<file path="config.mk">
export PLATFORM = sky130hd
export DESIGN_NAME = hazard_scoreboard_unit
export DESIGN_NICKNAME = d
export VERILOG_FILES = /design/src/rtl/hazard_scoreboard_unit.sv
export SDC_FILE = /design/constraint.sdc
export NUM_CORES = 1
export LEC_CHECK = 0
export CORE_ASPECT_RATIO = 0.6
export CORE_UTILIZATION = 50
export CTS_CLUSTER_SIZE = 10
export DETAILED_ROUTE_END_ITERATION = 6
export HOLD_SLACK_MARGIN = 0.03
export PLACE_DENSITY = 0.69
export REMOVE_ABC_BUFFERS = 1
export SYNTH_ARGS = -nofsm -noshare
export SYNTH_HDL_FRONTEND = slang
export SYNTH_SLANG_ARGS = --single-unit
</file>
<file path="constraint.sdc">
create_clock -name clk -period 4.15 [get_ports clk]
set_input_delay 0.6225 -clock clk [delete_from_list [all_inputs] [get_ports clk]]
set_output_delay 0.6225 -clock clk [all_outputs]
set_load 0.01 [all_outputs]
</file>
<file path="src/rtl/hazard_scoreboard_unit.sv">
// Per-register load scoreboard generating the ID-stage stall for N read ports.
// Optional stall statistics counters: HAZARD_STALL_STATS_EN.
module hazard_scoreboard_unit #(
  parameter int NREG       = 32,
  parameter int REG_W      = 5,
  parameter int NUM_RPORTS = 2,
  parameter int LOAD_LAT   = 1,
  parameter int CNT_W      = 4
) (
  input  logic                        clk,
  input  logic                        rst_n,
  input  logic [NUM_RPORTS*REG_W-1:0] i_ID_rnum,
  input  logic [NUM_RPORTS-1:0]       i_ID_ren,
  input  logic                        i_EX_memRead,
  input  logic [REG_W-1:0]            i_EX_wnum,
  input  logic                        i_EX_wen,
  input  logic                        i_mem_ready,
  input  logic                        i_flush,
  output logic                        o_stall,
  output logic [NREG-1:0]             o_pending,
  output logic                        o_busy
`ifdef HAZARD_STALL_STATS_EN
  ,
  output logic [31:0]                 o_stall_cycles,
  output logic [31:0]                 o_load_stalls
`endif
);

  localparam int PW = 2**REG_W;
  localparam logic [CNT_W-1:0] LAT_C = CNT_W'(LOAD_LAT);

  if (LOAD_LAT >= 2**CNT_W || NREG > 2**REG_W) begin : g_bad_cfg
    $error("hazard_scoreboard_unit: bad parameter set");
  end

  logic [CNT_W-1:0] cnt_q [NREG];
  logic [CNT_W-1:0] cnt_d [NREG];
  logic             ex_load;
  logic [PW-1:0]    pend_ext;

  assign ex_load = i_EX_memRead & i_EX_wen & (i_EX_wnum != '0);

  always_comb begin
    for (int r = 0; r < NREG; r++) begin
      cnt_d[r] = cnt_q[r];
      if (r == 0) begin
        cnt_d[r] = '0;
      end else if (i_flush) begin
        cnt_d[r] = '0;
      end else if (i_mem_ready) begin
        // a fresh load re-arms even if the old countdown is still draining
        if (ex_load && i_EX_wnum == REG_W'(r) && LOAD_LAT > 0)
          cnt_d[r] = LAT_C;
        else if (cnt_q[r] != '0)
          cnt_d[r] = cnt_q[r] - 1'b1;
      end
    end
  end

  always_ff @(posedge clk or negedge rst_n) begin
    if (!rst_n) begin
      for (int r = 0; r < NREG; r++) cnt_q[r] <= '0;
    end else begin
      for (int r = 0; r < NREG; r++) cnt_q[r] <= cnt_d[r];
    end
  end

  always_comb begin
    for (int r = 0; r < NREG; r++) o_pending[r] = (cnt_q[r] != '0);
  end

  assign o_busy   = |o_pending;
  assign pend_ext = PW'(o_pending);

  always_comb begin
    logic [REG_W-1:0] rn;
    rn      = '0;
    o_stall = 1'b0;
    for (int p = 0; p < NUM_RPORTS; p++) begin
      rn = i_ID_rnum[p*REG_W +: REG_W];
      if (i_ID_ren[p] && rn != '0 &&
          ((ex_load && i_EX_wnum == rn) || pend_ext[rn]))
        o_stall = 1'b1;
    end
  end

`ifdef HAZARD_STALL_STATS_EN
  logic [31:0] stall_cycles_q, stall_cycles_d;
  logic [31:0] load_stalls_q, load_stalls_d;
  logic        stall_prev_q, stall_prev_d;

  always_comb begin
    stall_cycles_d = stall_cycles_q;
    load_stalls_d  = load_stalls_q;
    stall_prev_d   = o_stall;
    if (o_stall && !i_flush && !(&stall_cycles_q))
      stall_cycles_d = stall_cycles_q + 32'd1;
    if (o_stall && !stall_prev_q && !(&load_stalls_q))
      load_stalls_d = load_stalls_q + 32'd1;
  end

  always_ff @(posedge clk or negedge rst_n) begin
    if (!rst_n) begin
      stall_cycles_q <= '0;
      load_stalls_q  <= '0;
      stall_prev_q   <= 1'b0;
    end else begin
      stall_cycles_q <= stall_cycles_d;
      load_stalls_q  <= load_stalls_d;
      stall_prev_q   <= stall_prev_d;
    end
  end

  assign o_stall_cycles = stall_cycles_q;
  assign o_load_stalls  = load_stalls_q;
`endif

endmodule
</file>
Yosys cells after proc, flatten, opt, wreduce, memory -nomap -nowiden
Index checks and enable logic that the tools add are counted.

Bits in registers: 124. Input port bits: 23. Output and inout port bits: 34. Logic and storage cells: 366.

$add $sub $neg: 31. $lt $le $gt $ge: 2. Equality and inequality tests: 33. Muxes and demuxes: 130. Bitwise gates (word level): 2. Reductions and logical operators: 137.

Operators by type and width (count): 2-to-1 mux 4 bit (124); nonzero test 4 bit (31); subtractor 4 x 1 -> 4 bit, second input constant (31); nonzero test 3 bit (31); equality test 5 bit, second input constant (16); AND reduction 2 bit (31); equality test 5 x 4 -> 1 bit, second input constant (8); logical AND 1 bit (37); OR reduction 31 bit (1); equality test 5 x 3 -> 1 bit, second input constant (4); nonzero test 5 bit (3); less-than comparator 5 x 6 -> 1 bit, second input constant (2); binary-select mux 1 bit (select 5 bit) (2); equality test 5 x 2 -> 1 bit, second input constant (2); equality test 5 bit (2); equality test 5 x 1 -> 1 bit, second input constant (1); 2-to-1 mux 1 bit (4); bitwise AND 1 bit (2); logical OR 1 bit (2); nonzero test 2 bit (1).

Longest topological paths before layout
Gate-level depths: netlist of the first run.

Word-level depth: 7. Mapped depth: 9. Mapped depth without buffers: 9.

Least setup slack after synthesis of the first run
No wires, ideal clock.

Kind: input port to output port. From: input port i_ID_rnum[5]. To: output port o_stall. Arrival: 2551 ps. Required time: 3527 ps. Slack: 976 ps. Stages: 6. Path buffers: 1. Cells stage by stage: clkbuf_1 -> mux4_2 -> mux2i_1 -> nor3b_1 -> or3_1 -> a221o_1.

Longest elaborated chain between the ends: 5. Elaborated cells on any way between the ends: 9. Classes of those cells: eq/ne (1); mux (3); reduce/logical (5).

Ends and longest elaborated chain: from (decl) (line 12) `input logic [NUM_RPORTS*REG_W-1:0] i_ID_rnum,`; binary-select mux 1 bit (select 5 bit) / equality test 5 bit (equally long branches) (line 82) `((ex_load && i_EX_wnum == rn) || pend_ext[rn]))`; 2-to-1 mux 1 bit (implied by the code) / logical AND 1 bit (equally long branches) (line 82); logical OR 1 bit (line 82); logical AND 1 bit * (line 81) `if (i_ID_ren[p] && rn != '0 &&`; 2-to-1 mux 1 bit * (line 81); to (decl) (line 19) `output logic o_stall,`.

Every way passes the cells marked *; elsewhere a longest branch is shown, timed or not. The select of a mux whose other input is x is not followed.

Worst setup path after layout of the first run
From: register cnt_q[76] in the netlist's numbering. To: output port o_stall.

Longest elaborated chain between the ends: 7. Elaborated cells on any way between the ends: 11. Classes of those cells: mux (6); reduce/logical (5).

Ends and longest elaborated chain: from (decl) (line 36) `logic [CNT_W-1:0] cnt_q [NREG];`; nonzero test 4 bit * (line 69) `for (int r = 0; r < NREG; r++) o_pending[r] = (cnt_q[r] != '0);`; binary-select mux 1 bit (select 5 bit) (line 82); 2-to-1 mux 1 bit (implied by the code) (line 82); logical OR 1 bit (line 82); logical AND 1 bit (line 81); 2-to-1 mux 1 bit (line 81); 2-to-1 mux 1 bit * (line 81).

Marks and branches as above.

==> results of run 1 <==
-- power groups by stage --
stage	Combinational [mW]	Clock [mW]	Sequential (mW)
floorplan	2.43	0	1.91
global placement	3.95	0	2.00
detailed placement	4.01	0	2.00
CTS	4.07	1.50	1.99
global route	4.54	1.56	2.06
finish	4.12	1.48	2.00
-- cells in the final DEF, fill, tap and decap left out, types with 23 or more instances in the layout --
cell	netlist	routed
sky130_fd_sc_hd__nor2_1	66	65
sky130_fd_sc_hd__buf_4	1	48
sky130_fd_sc_hd__dfrtp_1	124	124
sky130_fd_sc_hd__ha_1	32	32
sky130_fd_sc_hd__nor4_1	23	23
sky130_fd_sc_hd__o21ai_0	111	111
sky130_fd_sc_hd__clkdlybuf4s50_1	0	51
sky130_fd_sc_hd__nand2_1	111	111
sky130_fd_sc_hd__nor3b_1	25	25
sky130_fd_sc_hd__a21oi_1	41	41
sky130_fd_sc_hd__nor3_1	36	36
sky130_fd_sc_hd__inv_1	88	88
-- metrics by stage --
stage,worst slack (ns),cells
final,0.170,1300
after floorplan,1.03,937
after global placement,0.326,1268
after CTS,0.193,1300
after detailed placement,0.310,1268
after global routing,0.0589,1300
-- routing by layer --
metal  wire length [um]  track usage (%)  vias up
met1              11400             42.0     3761
met2               9340             38.7      260
met5                  0                0        -
met3               1700             7.51       27
met4                328             8.32        0
li1                   -                -     3711
-- cell type report --
cell class / count / area (sq um) / share of cell area, %
Tap cell: 228 / 285 / 2.89
Inverter: 88 / 330 / 3.35
Timing Repair Buffer: 103 / 910 / 9.21
Clock buffer: 19 / 433 / 4.38
Clock inverter: 13 / 143 / 1.44
Sequential cell: 124 / 3100 / 31.4
Multi-Input combinational cell: 725 / 4670 / 47.3
-- logic make-up after synthesis --
family                     count (synthesis)  synth area share (%)
and+or+nand+nor                          386                  24.1
AOI/OAI and AO/OA                        267                  20.7
other                                      1                0.0450
adders and majority gates                 32                  4.81
buffers and inverters                    147                  6.87
xor gates and xnor gates                  19                  2.00
DFF                                      124                  37.3
muxes                                     20                  4.22
-- worst paths after layout --
| check | start | end | slack [ns] | depth (start not counted) |
|---|---|---|---|---|
| min in group clk | cnt_q[1] | cnt_q[1] | 0.50 | 2 |
| worst min register to register | cnt_q[1] | cnt_q[1] | 0.50 | 2 |
| worst max-delay path | cnt_q[76] | o_stall | 0.17 | 9 |
| worst min-delay path | rst_n | cnt_q[47] | 0.20 | 1 |
| worst max register to register | cnt_q[120] | cnt_q[122] | 1.90 | 9 |
| max in group asynchronous | rst_n | cnt_q[23] | 3.09 | 2 |
-- timing repair --
item	CTS	global route
hold endpoints to repair	0	0
buffers inserted	0	0
resized for setup	5	0
setup endpoints to repair	1	0
==> impl.org, run 1 <==
** Setup path
- Required time at the endpoint of the critical path :: 3.53 ns
- Counting both buffers and inverters, the worst setup path holds a total of 2.
- Cell family contributing the most delay on the critical path :: simple AND/OR/NAND/NOR gates
- The signal on the critical path passes through inv_1 > ha_1 > or3b_1 > mux4_2 > mux2i_2 > nor3b_1 > or3_1 > a221o_1 > dlygate4sd2_1.
- Biggest fanout along the worst timing path :: 4
- Worst setup SP type :: register
- Arrival time at the worst endpoint :: 3.36 ns
- The worst setup path is of the reg -> out kind.
- The largest individual stage delay along the critical path comes from the cell sky130_fd_sc_hd__mux4_2.
- CP Capture Type :: output port
- In this design, the stage delay of the slowest critical-path cell is 0.50 ns.

** STA
- Post-route setup TNS :: 0 ns
- Setup repair after global routing left no endpoint under its margin.
- Timing would allow up to 251 MHz.
- In the finished design, the share of the clock period the worst path needs comes to 95.9%.
- The final number of max-transition violations is 0.
- Number of hold-slack violations in the final timing report :: 0
- Fin Clk Skew :: 0.00910 ns
- For the finished layout, the period the worst path requires is 3.98 ns.
- Max_slew headroom :: 41.2%
- Setup violations remaining at the end of the flow were counted as 0.
- At the pin with the least slew margin, the transition time is 0.880 ns.
- Post-route worst hold slack :: 0.196 ns

** Drt
- First-pass DRT Iterations :: 5
- Dividing the detail-routed wire length by the instance count gives 17.5 um.
- Via density :: 5.97
- Initial DRC Count :: 629
- Remaining routing DRC violations :: 0
- The routed design has 22800 um of wire.
- The routed layout has 7759 vias.
- Antenna violation net count after detailed routing :: 0

** Logic synthesis
- The most used flip-flop cell after synthesis is sky130_fd_sc_hd__dfrtp_1.
- Leading post-synthesis cells by cell area :: sky130_fd_sc_hd__dfrtp_1 37%, sky130_fd_sc_hd__o21ai_0 6.7%, sky130_fd_sc_hd__nand2_1 5.0%, sky130_fd_sc_hd__ha_1 4.8%, sky130_fd_sc_hd__inv_1 4.0%
- Register area share after synthesis :: 37.3%
- Post-synth design cell area :: 8330 sq um
- After synthesis, the largest area contributor takes up 37.3% of total cell area.
- Flip-flop and latch count after synthesis :: 124
- Counting distinct cell types in the post-synthesis netlist gives 59.
- Instance count of the mapped netlist :: 996
- Count of synthesis-stage warnings from yosys :: 0
- Counting flops with an async set or reset pin after synthesis yields a share of 100%.
- Of all cell types, the one taking the most synthesized area is sky130_fd_sc_hd__dfrtp_1.
- By count the netlist is led by 124 x sky130_fd_sc_hd__dfrtp_1, 111 x sky130_fd_sc_hd__nand2_1, 111 x sky130_fd_sc_hd__o21ai_0.
- The most common cell in the synthesized netlist is sky130_fd_sc_hd__dfrtp_1.
- Average instance area after synthesis :: 8.36 sq um
- Number of synthesized flops with an enable pin :: 0

** Pwr
- Sequential cells burn 26.3% of the power.
- Summed over all nets, the switching power comes to 3.13 mW.
- The clock network is responsible for 19.4% of the overall power.
- Worst ir drop on vdd :: 0.420 mV
- Per report_power, the combinational group accounts for 54.2% of the total.
- Net switching is 41.2% of the power.
- The internal portion of the total power is 4.47 mW.
- Cell leakage power :: 4.33 nW
- Power per unit of standard cell area :: 769 nW/um^2
- After layout, the design draws a total of 7.60 mW.

** Status
- Outcome :: finished clean

** CTS
- Clk Tree Root Cell :: sky130_fd_sc_hd__clkbuf_16
- Maximum level of the CTS H-tree :: 4
- Number of buffers inserted for hold repair after clock tree synthesis :: 0
- Clock insertion delay at the later pin of the skew report :: 0.43 ns
- The number of clock buffers added by TritonCTS is 17.
- Clock transition at the register clock pins on the worst setup and hold paths after CTS :: 0.06 ns
- No sink is reached through more buffers than the 2 on the longest clock path.
- Clock tree from TritonCTS :: done
- Clk sinks :: 124

** Floorplan
- Core area :: 16300 sq um
- Vert. Die Dim :: 102 um
- The floorplan step defined a die boundary enclosing 17200 sq um.
- From left edge to right edge, the die measures 169 um.
- Initial core utilization :: 51.2%
- Number of placed I/O pins :: 57
- The initialized floorplan defines 36 standard-cell rows.

** Finish
- 0 antenna diodes ended up in the layout.
- Final-layout fill cell count :: 1427
- End-of-flow core utilization :: 60.7%
- Summed area of non-filler cells in the final layout :: 9870 sq um
- Net total in the final layout :: 1114
- Relative to the synthesized area, the layout overhead comes to 18.6%.
- Leading registers by flop count :: cnt_q: 124 flops
- Share of post-route cells with drive strength above 1 :: 9.79%
- Flip-flop count of the largest register, all copies and words added :: 124
- Counting flops per register, the top entry is cnt_q.

** GRT
- The first global-routing pass estimated 36800 um of wire.
- Largest net degree at the start of global routing :: 85
- Number of global-route vias before repair :: 6874
- Global routing finished with a remaining overflow of 0.
- The number of antenna violations at the first check in global routing is 0.
- Gr usage total :: 27.9%

** Place
- Cell area reported after detailed placement :: 9290 sq um
- Post-DP HPWL :: 16300 um
- At the end of routability-driven placement, the weighted congestion stood at 0.993.
- Input and output buffers added on the ports amount to 55.

** Worst hold path
- In this run the worst hold path is classified as in -> async.

** Job
- Max-cap violations :: 0
Note: power is estimated with default switching activity, not from simulation.
==> inputs of run 2 (changes only) <==
--- a/config.mk
+++ b/config.mk
@@ -9,9 +9,9 @@
 export CORE_UTILIZATION = 50
 export CTS_CLUSTER_SIZE = 10
 export DETAILED_ROUTE_END_ITERATION = 6
-export HOLD_SLACK_MARGIN = 0.03
 export PLACE_DENSITY = 0.69
 export REMOVE_ABC_BUFFERS = 1
+export SLEW_MARGIN = 20
 export SYNTH_ARGS = -nofsm -noshare
 export SYNTH_HDL_FRONTEND = slang
 export SYNTH_SLANG_ARGS = --single-unit
==> results of run 2 <==
Final layout, timing and power as in run 1 (identical DEF).
